<file path="src/rtl/fetch_ctrl.sv">
// rtl/fetch_ctrl.sv - SPU instruction-pair fetch sequencer driving an enable-less IF/ID register
module fetch_ctrl #(
    parameter int                    PCbitsize = 11,
    parameter logic [PCbitsize-1:0]  RESET_PC  = '0,
    parameter logic [31:0]           NOP       = 32'h4020_0000
) (
    input  logic                 clk,
    input  logic                 reset,
    input  logic                 stall,
    input  logic                 branch_taken,
    input  logic [PCbitsize-1:0] branch_target,
    input  logic                 stop,
    input  logic                 run,
    output logic                 imem_req,
    output logic [PCbitsize-1:0] imem_addr,
    input  logic                 imem_ack,
    input  logic [31:0]          imem_data1,
    input  logic [31:0]          imem_data2,
    output logic [PCbitsize-1:0] PC_adderOut,
    output logic [31:0]          instruction1,
    output logic [31:0]          instruction2,
    output logic                 fetch_valid,
    output logic                 halted
);

    localparam logic [PCbitsize-1:0] ALIGN_MASK = ~PCbitsize'(7);
    localparam logic [PCbitsize-1:0] PC_INIT    = RESET_PC & ALIGN_MASK;
    localparam logic [PCbitsize-1:0] STEP       = PCbitsize'(8);

    typedef enum logic [2:0] {
        IDLE  = 3'd0,
        FETCH = 3'd1,
        ISSUE = 3'd2,
        DRAIN = 3'd3,
        HALT  = 3'd4
    } state_t;

    state_t               state_q, state_d;
    logic [PCbitsize-1:0] pc_q, pc_d;
    logic [PCbitsize-1:0] drain_addr_q, drain_addr_d;
    logic                 stop_pending_q, stop_pending_d;
    logic [31:0]          buf1_q, buf2_q;
    logic                 load_buf;
    logic [PCbitsize-1:0] target;

    assign target = branch_target & ALIGN_MASK;

    always_ff @(posedge clk or negedge reset) begin
        if (!reset) begin
            state_q        <= IDLE;
            pc_q           <= PC_INIT;
            drain_addr_q   <= PC_INIT;
            stop_pending_q <= 1'b0;
            buf1_q         <= NOP;
            buf2_q         <= NOP;
        end else begin
            state_q        <= state_d;
            pc_q           <= pc_d;
            drain_addr_q   <= drain_addr_d;
            stop_pending_q <= stop_pending_d;
            if (load_buf) begin
                buf1_q <= imem_data1;
                buf2_q <= imem_data2;
            end
        end
    end

    // Redirect has priority: pc takes the target first, then stop/stall decide the state.
    always_comb begin
        state_d        = state_q;
        pc_d           = pc_q;
        drain_addr_d   = drain_addr_q;
        stop_pending_d = stop_pending_q;
        load_buf       = 1'b0;

        if (branch_taken)
            pc_d = target;
        if (stop && state_q != HALT)
            stop_pending_d = 1'b1;

        case (state_q)
            IDLE: state_d = stop ? HALT : FETCH;
            FETCH: begin
                if (imem_ack) begin
                    if (stop)
                        state_d = HALT;
                    else if (branch_taken)
                        state_d = FETCH;
                    else begin
                        load_buf = 1'b1;
                        state_d  = ISSUE;
                    end
                end else if (branch_taken || stop) begin
                    // The bus still expects the old address until the ack arrives.
                    drain_addr_d = pc_q;
                    state_d      = DRAIN;
                end
            end
            ISSUE: begin
                if (stop)
                    state_d = HALT;
                else if (branch_taken)
                    state_d = FETCH;
                else if (!stall) begin
                    pc_d    = pc_q + STEP;
                    state_d = FETCH;
                end
            end
            DRAIN: begin
                if (imem_ack)
                    state_d = (stop_pending_q || stop) ? HALT : FETCH;
            end
            HALT: begin
                if (run) begin
                    state_d        = FETCH;
                    stop_pending_d = 1'b0;
                end
            end
            default: state_d = IDLE;
        endcase
    end

    assign imem_req     = (state_q == FETCH) || (state_q == DRAIN);
    assign imem_addr    = (state_q == DRAIN) ? drain_addr_q : pc_q;
    assign PC_adderOut  = pc_q + STEP;
    assign fetch_valid  = (state_q == ISSUE);
    assign instruction1 = fetch_valid ? buf1_q : NOP;
    assign instruction2 = fetch_valid ? buf2_q : NOP;
    assign halted       = (state_q == HALT);

endmodule

</file>
<file path="config.mk">
export PLATFORM = sky130hd
export DESIGN_NAME = fetch_ctrl
export DESIGN_NICKNAME = d
export VERILOG_FILES = /design/src/rtl/fetch_ctrl.sv
export SDC_FILE = /design/constraint.sdc
export NUM_CORES = 1
export LEC_CHECK = 0
export BUFFER_PORTS_ARGS = -buffer_cell sky130_fd_sc_hd__buf_2
export CORE_MARGIN = 2
export CORE_UTILIZATION = 50
export CTS_BUF_LIST = sky130_fd_sc_hd__clkbuf_8
export DETAILED_ROUTE_END_ITERATION = 10
export PLACE_DENSITY = 0.88
export SLEW_MARGIN = 20
export SYNTH_ARGS = -nofsm -noshare
export SYNTH_HDL_FRONTEND = slang
export SYNTH_SLANG_ARGS = --single-unit
</file>
<file path="constraint.sdc">
create_clock -name clk -period 2 [get_ports clk]
set_clock_uncertainty 0.15 [all_clocks]
set_input_delay 0 -clock clk [delete_from_list [all_inputs] [get_ports clk]]
set_output_delay 0 -clock clk [all_outputs]
set_load 0.01 [all_outputs]
</file>
Word-level counts from Yosys, hierarchy flattened
Index checks and enable logic that the tools add are counted.

$add $sub $neg: 1. Equality and inequality tests: 9. Multiplexer cells: 27. Bitwise logic cells: 1. Reductions and logical operators: 7.

Operators with widths (number): $mux W11 (6); $mux W32 (2); $mux W3 (10); $pmux W3 S5 (1); $add A11 B4 Y11 const B (1); $mux W1 (7); $eq A3 B2 Y1 const B (2); $ne A3 B3 Y1 const B (2); $ne A2 B2 Y1 const B (2); $ne A4 B4 Y1 const B (1); $reduce_and A4 Y1 (1); $eq A3 B1 Y1 const B (1); $eq A3 B3 Y1 const B (1); $logic_not A3 Y1 (1); $logic_or A1 B1 Y1 (3); $reduce_and A3 Y1 (1); $mux W2 (1); $logic_and A1 B1 Y1 (1); $not A1 Y1 (1).

Register bits after elaboration: 90. Input bits: 82. Output and inout bits: 89. Word-level logic and storage cells: 51.

Depth between registers and ports, before layout
Gate-level depths: netlist of the first run.

Depth in word-level cells: 5. Mapped depth: 5. Gate-level depth less buffers: 5.

Worst setup path after synthesis of the first run
OpenSTA, ideal clock, no wires.

Kind: flip-flop to flip-flop. Start point: reg state_q[0]. End point: reg drain_addr_q[0]. Library setup time: 0.128 ns. Arrival time: 1.487 ns. Data required time: 1.722 ns. Setup slack: 0.235 ns. Cell stages (with the launch flop): 6. Path buffers: 2. Clock period less this slack: 1.765 ns. Path through: dfrtp_1 > buf_2 > and2b_2 > nor4b_4 > buf_4 > mux2_1.

Cells in the longest elaborated chain, start to end: 2.

Ends and longest elaborated chain: start: declaration (line 38) `state_t state_q, state_d;`; start signal: assignment (line 57) `state_q <= state_d;`; $eq A3 B1 Y1 (line 81) `case (state_q)`; $reduce_and A3 Y1 (no source line); end signal: assignment (line 59) `drain_addr_q <= drain_addr_d;`; end: declaration (line 40) `logic [PCbitsize-1:0] drain_addr_q, drain_addr_d;`.

Every way passes these cells. A chain may end at the register's enable or synchronous reset.

Worst setup path after layout of the first run
Start point: reg state_q[2]. End point: out imem_addr[9].

Cells in the longest elaborated chain, start to end: 2.

Ends and longest elaborated chain: $eq A3 B2 Y1 (line 124) `assign imem_addr = (state_q == DRAIN) ? drain_addr_q : pc_q;`; $mux W11 (line 124); end: declaration (line 15) `output logic [PCbitsize-1:0] imem_addr,`.

Every way passes these cells.

==> results of run 1 <==
## power by group
part | total [mW] | switching [mW] | leakage, nW | internal, mW
clock | 1.38 | 0.637 | 0.109 | 0.741
combinational | 2.18 | 0.998 | 1.98 | 1.18
sequential | 3.01 | 0.399 | 1.10 | 2.61
total | 6.57 | 2.03 | 3.18 | 4.53
## cells in the final DEF (no fill, tap or decap), types with 2 or more instances in the layout
master         netlist  routed
nand3_1              4       4
o21ai_0             10      10
nand2b_1             5       5
bufinv_16            0       2
mux2_1              70      70
buf_4                4      12
buf_12               0       3
nand4_1              2       2
inv_1                2       2
or4b_1               2       2
mux2_2              16      16
dlygate4sd3_1        0      81
buf_2                6     166
nand2_1             16      15
dfstp_2              4       4
nor4b_4              2       2
nor2_1               6       6
xnor2_1              6       6
and2_1              60      60
o21ai_1              2       2
a21oi_1              6       6
xor2_1               7       7
clkinvlp_4           0       2
dfrtp_1             86      85
nor2b_1              4       4
clkbuf_8             0      10
## registers in the layout (all words and copies together) (netlist names)
| name | count |
|---|---|
| stop_pending_q | 1 |
| buf2_q | 32 |
| buf1_q | 32 |
| pc_q | 11 |
| state_q | 3 |
| drain_addr_q | 11 |
## area by class of cell
| cell class | count | area (um2) | area share (%) |
|---|---|---|---|
| clock buffer | 10 | 138 | 2.17 |
| multi-input combinational | 230 | 1920 | 30.3 |
| inverter | 2 | 7.51 | 0.119 |
| timing repair buffer | 262 | 1790 | 28.3 |
| tap | 105 | 131 | 2.07 |
| clock inverter | 6 | 88.8 | 1.40 |
| sequential | 90 | 2260 | 35.7 |
## timing repair
action,CTS,global route
gates resized for setup,3,5
hold buffers,81,0
pin swaps,0,0
setup endpoints to repair,56,55
setup buffers,0,1
hold endpoints to repair,168,0
## critical path: stages (launching register included)
cell,delay (ns)
dfrtp_1,0.42
and2b_2,0.28
nand2_4,0.17
mux2_2,0.38
buf_2,0.15
## metal layers
| layer | GRT usage, % | vias up | wire [um] |
|---|---|---|---|
| met4 | 7.04 | 0 | 249 |
| met3 | 6.12 | 23 | 613 |
| met5 | 0 | - | 0 |
| met1 | 28.8 | 1764 | 4520 |
| met2 | 45.6 | 133 | 6120 |
| li1 | - | 1663 | - |
## logic make-up (layout without fill, tap and decap cells)
family          Yosys count  after routing  synth area share [%]
xor+xnor                 13             13                  2.62
simple gates            108            108                  15.8
fa+ha+maj                 1              1                 0.288
mux                      87             87                  22.5
flops                    90             90                  52.0
buf+inv                  28            280                  4.15
compound gates           21             21                  2.62
## final timing paths
kind	end	slack [ns]	cells after the start
max in group asynchronous	buf1_q[21]	1.24	3
min	buf2_q[27]	0.08	3
max reg2reg	state_q[0]	0.11	5
min reg2reg	buf1_q[23]	0.34	1
max	imem_addr[9]	0.11	4
min in group clk	buf1_q[12]	0.25	3
## per-stage QoR
step	cell area [um2]	utilization [%]	setup slack [ns]	cells
after detailed placement	5260	63.4	0.161	607
after CTS	6300	76.0	0.0498	704
after global placement	5260	63.4	0.232	607
after floorplan	4340	-	0.235	348
final	6330	76.3	0.112	705
after global routing	6330	76.3	0.0214	705
==> summary.txt, run 1 <==
Run status
  – Status: finished, final reports clean

Floorplan
  – Chip Height: 97.2 um
  – Die area: 0.00944 mm2
  – Die Width: 97.2 um
  – Row count: 33
  – CORE AREA: 0.00830 mm2
  – Number of top-level pins: 171
  – Initial Utilization: 52.3%

Timing
  – Fin. Hold Viols: 0
  – Max-slew violations: 0
  – RSZ-0062 raised after global routing: no
  – Fin crit period: 1.89 ns
  – Final period utilization: 94.4%
  – Setup TNS: 0 ns
  – Slew at the pin closest to its max-slew limit: 0.470 ns
  – Max-slew headroom: 68.7%
  – Final setup vio count: 0
  – Fmax: 0.530 GHz
  – Hold WS: 0.0755 ns

Critical path
  – CP max FO: 11
  – Worst Setup Start Kind: flop
  – Crit Path Category: flop to primary output
  – Worst EP arrival: 1.74 ns
  – Critical Path RT: 1.85 ns
  – R2r startpoint: state_q[0]
  – CP startpoint: state_q[2]
  – Crit path capture type: primary output

Drt
  – Avg Vias per Cell: 5.08
  – DRC Markers: 0
  – DR vias: 3,583
  – Detailed Route WL: 11.5 mm
  – Post-DR wirelength/cell: 16.3 um
  – Final antenna-violating net count: 0
  – Starting DRT DRC Count: 119
  – Drt pass-1 iters: 4

Yosys
  – Area leader, netlist: dfrtp_1
  – Syn Area/Cell: 12.5 um2
  – Yosys reg bits: 90
  – Area of the mapped netlist: 0.00434 mm2
  – Top_reg_cell synth: dfrtp_1
  – Syn Inst Count: 348
  – Netlist cell types: 35
  – Number of synthesized flops with an enable pin: 0
  – Cell with the most instances after synthesis: dfrtp_1
  – Leading cell types by count after synthesis: dfrtp_1 (86), mux2_1 (70), and2_1 (60), mux2_2 (16), nand2_1 (16)
  – Syn Nets: 431
  – Synth top area cells: dfrtp_1 (50%), mux2_1 (18%), and2_1 (8.6%)
  – Post-synth top area share: 49.6%
  – Synth async-reset ratio: 100%
  – Synth Warn #: 0
  – Sequential area share after synthesis: 52.0%

Placed design
  – PortBufs: 167
  – Final estimated routing congestion in global placement: 0.866
  – DP HPWL: 6.54 mm

Global routing
  – Vias in the first global route: 3,896
  – Largest net degree at the start of global routing: 91
  – Total GRT Usage: 24.9%
  – Global-route wire length before repair: 19.1 mm
  – Grt total ovfl: 0
  – Initial antenna violation count: 0

Hold path
  – HP Class: input pin to asynchronous set/reset pin

Layout
  – Fraction of layout cells with a size suffix above 1: 37.7%
  – Filler Cell Count: 509
  – Diodes inserted: 0
  – Final Net Count: 678
  – Area grow syn2layout: 45.9%

Pwr
  – Total Power: 6.57 mW
  – Power per standard cell area: 1040 mW/mm2
  – Worst VDD drop: 0.000746 V
  – Leakage: 3.18 nW

Clocking
  – # clock sinks: 90
  – CTS tree: yes
  – Clk_lat worst skew: 0.34 ns
  – Clock Pin Slew Worst Setup and Hold Paths: 0.09 ns
  – H-tree depth: 3
  – Root buf cell: clkbuf_8
  – Clock Tree Buf Depth: 2
  – CTS Buf Count: 9

Run
  – Maxcap violations: 0
Note: power is estimated with default switching activity, not from simulation.
==> inputs of run 2 (changes only) <==
CORE_UTILIZATION = 30   (was 50)
PLACE_DENSITY = 0.6   (was 0.88)
==> run 2 against run 1 <==
Net effect:
- routed wire length shrank 2.7%
- die area up 64%
- fmax fell by 1.0%
- power shrank 2.6%
- critical path depth grew 2
- design area rose by 3.7%
- clock power is 13% lower
- register-to-register slack better by 0.02 ns
- utilization fell by 29 points
- hold slack improved by 0.15 ns
==> summary.txt, run 2 (synthesis results as in run 1) <==
Run status
  – Status: finished, final reports clean

Pwr
  – Switch share: 30.9%
  – Combinational group share of total power: 34.8%
  – NetSw: 1.97 mW
  – Int Pwr: 4.42 mW
  – Flop pwr share: 46.4%
  – Worst VDD drop: 0.000473 V
  – Total Power: 6.39 mW
  – Clock power share: 18.7%
  – Leakage: 3.24 nW
  – Power per standard cell area: 974 mW/mm2

Critical path
  – Slowest CP cell: dfrtp_1
  – CP max FO: 21
  – Crit path capture type: primary output
  – Critical path cell sequence: buf_4 -> nor3b_4 -> buf_4 -> buf_6 -> and2_1 -> buf_2
  – Critical Path RT: 1.85 ns
  – Critical Path Max Stage Delay: 0.40 ns
  – Worst Setup Start Kind: flop
  – Worst EP arrival: 1.76 ns
  – Crit Path Category: flop to primary output
  – CP dominant cell by count: buf_4

Drt
  – Starting DRT DRC Count: 106
  – DR vias: 3,538
  – Post-DR wirelength/cell: 14.0 um
  – Final antenna-violating net count: 0
  – DRC Markers: 0
  – Detailed Route WL: 11.2 mm
  – Avg Vias per Cell: 4.44
  – Drt pass-1 iters: 4

Clocking
  – Clock Pin Slew Worst Setup and Hold Paths: 0.09 ns
  – Clk_lat worst skew: 0.36 ns
  – CTS tree: yes
  – Root buf cell: clkbuf_8
  – H-tree depth: 3
  – Clock Tree Buf Depth: 2
  – # clock sinks: 90
  – CTS Buf Count: 9

Timing
  – Worst Setup Slack, final: 0.0918 ns
  – Hold WS: 0.224 ns
  – Max-slew headroom: 73.6%
  – Slew at the pin closest to its max-slew limit: 0.390 ns
  – Fin. Hold Viols: 0
  – Setup TNS: 0 ns
  – Final period utilization: 95.4%
  – Fmax: 0.524 GHz
  – Fin crit period: 1.91 ns
  – Max-slew violations: 0
  – Final setup vio count: 0

Layout
  – Diodes inserted: 0
  – Biggest regs: buf1_q x32, buf2_q x32
  – Commonest non-fill, non-tap cell in the layout: buf_2
  – Fraction of layout cells with a size suffix above 1: 37.6%
  – Area grow syn2layout: 51.3%
  – Final Net Count: 695
  – Most frequent cells in the layout: buf_2 (166), dlygate4sd3_1 (90), dfrtp_1 (85)

Floorplan
  – Initial Utilization: 31.0%
  – CORE AREA: 0.0140 mm2
  – Row count: 43
  – Die area: 0.0154 mm2
  – Number of top-level pins: 171
  – Chip Height: 124 um
  – Die Width: 124 um

Hold path
  – HP Class: input pin to flop

Global routing
  – Vias in the first global route: 3,734
  – Global-route wire length before repair: 17.8 mm
  – Initial antenna violation count: 0
  – Largest net degree at the start of global routing: 54
  – Grt total ovfl: 0
  – Total GRT Usage: 14.2%

Placed design
  – Final estimated routing congestion in global placement: 0.760
  – DP HPWL: 7.17 mm
  – PortBufs: 167
  – Setup WS pre-CTS: 0.210 ns

Run
  – Maxcap violations: 0
-- run 2: changes by cell type in the layout (fill, tap and decap cells not counted), sizes merged --
cell / previous run / this run
dlygate4sd3: 81 / 90
buf: 181 / 188
bufinv: 2 / 1
clkinv: 1 / 4
clkinvlp: 2 / 1
-- run 2: repair_timing --
| action | 4_1_cts | 5_1_grt |
|---|---|---|
| cloned | 0 | 2 |
| pin swaps | 0 | 1 |
| gates resized for setup | 3 | 7 |
| buffers inserted | 0 | 4 |
| hold endpoints to repair | 167 | 0 |
| hold buffers | 91 | 0 |
| endpoints found under the setup margin | 55 | 72 |
-- run 2: cell type report --
class / instances / area, um2
multi-input cells: 230 / 1910
flip-flops and latches: 90 / 2260
inverters: 2 / 7.51
well taps: 180 / 225
clock inverters: 7 / 61.3
fillers: 1251 / 7420
clock buffers: 9 / 124
repair buffers: 279 / 1980
-- run 2: path summary, 6_finish.rpt --
kind	from	endpoint	slack, ns	depth (start not counted)
min reg2reg	buf2_q[4]	buf2_q[4]	0.34	1
min in group asynchronous	reset	drain_addr_q[3]	0.54	4
max	state_q[2]	instruction2[19]	0.09	6
max reg2reg	state_q[2]	pc_q[7]	0.13	6
max in group asynchronous	reset	buf1_q[21]	0.79	4
min	imem_data1[4]	buf1_q[4]	0.22	3
-- run 2: worst max-delay path: cells and delay by family, from the launching register on --
family,cells,cell delay [ns]
buffers and inverters,4,0.63
and+or+nand+nor,2,0.35
DFF,1,0.40
-- run 2: layer usage --
| metal | part of all wire (%) | wire length, um | global-route usage, % | vias up |
|---|---|---|---|---|
| met5 | 0 | 0 | 0 | - |
| met4 | 2.3 | 254 | 6.61 | 0 |
| met3 | 4.8 | 541 | 3.18 | 17 |
| met2 | 49 | 5480 | 24.0 | 104 |
| met1 | 44 | 4920 | 17.1 | 1720 |
| li1 | - | - | - | 1697 |
-- run 2: power by group through the flow --
stage / sequential [mW] / combinational [mW] / clock [mW]
global placement: 2.96 / 1.88 / 0
global route: 3.07 / 2.45 / 1.34
detailed placement: 3.02 / 1.94 / 0
CTS: 2.98 / 2.13 / 1.26
floorplan: 2.87 / 1.37 / 0
finish: 2.97 / 2.23 / 1.20
-- run 2: metrics by stage --
| step | instances | utilization, % | instance area, um2 |
|---|---|---|---|
| after CTS | 791 | 46.4 | 6490 |
| after detailed placement | 684 | 38.4 | 5370 |
| after floorplan | 348 | - | 4340 |
| after global routing | 797 | 46.9 | 6570 |
| final | 797 | 46.9 | 6570 |
| after global placement | 684 | 38.4 | 5370 |
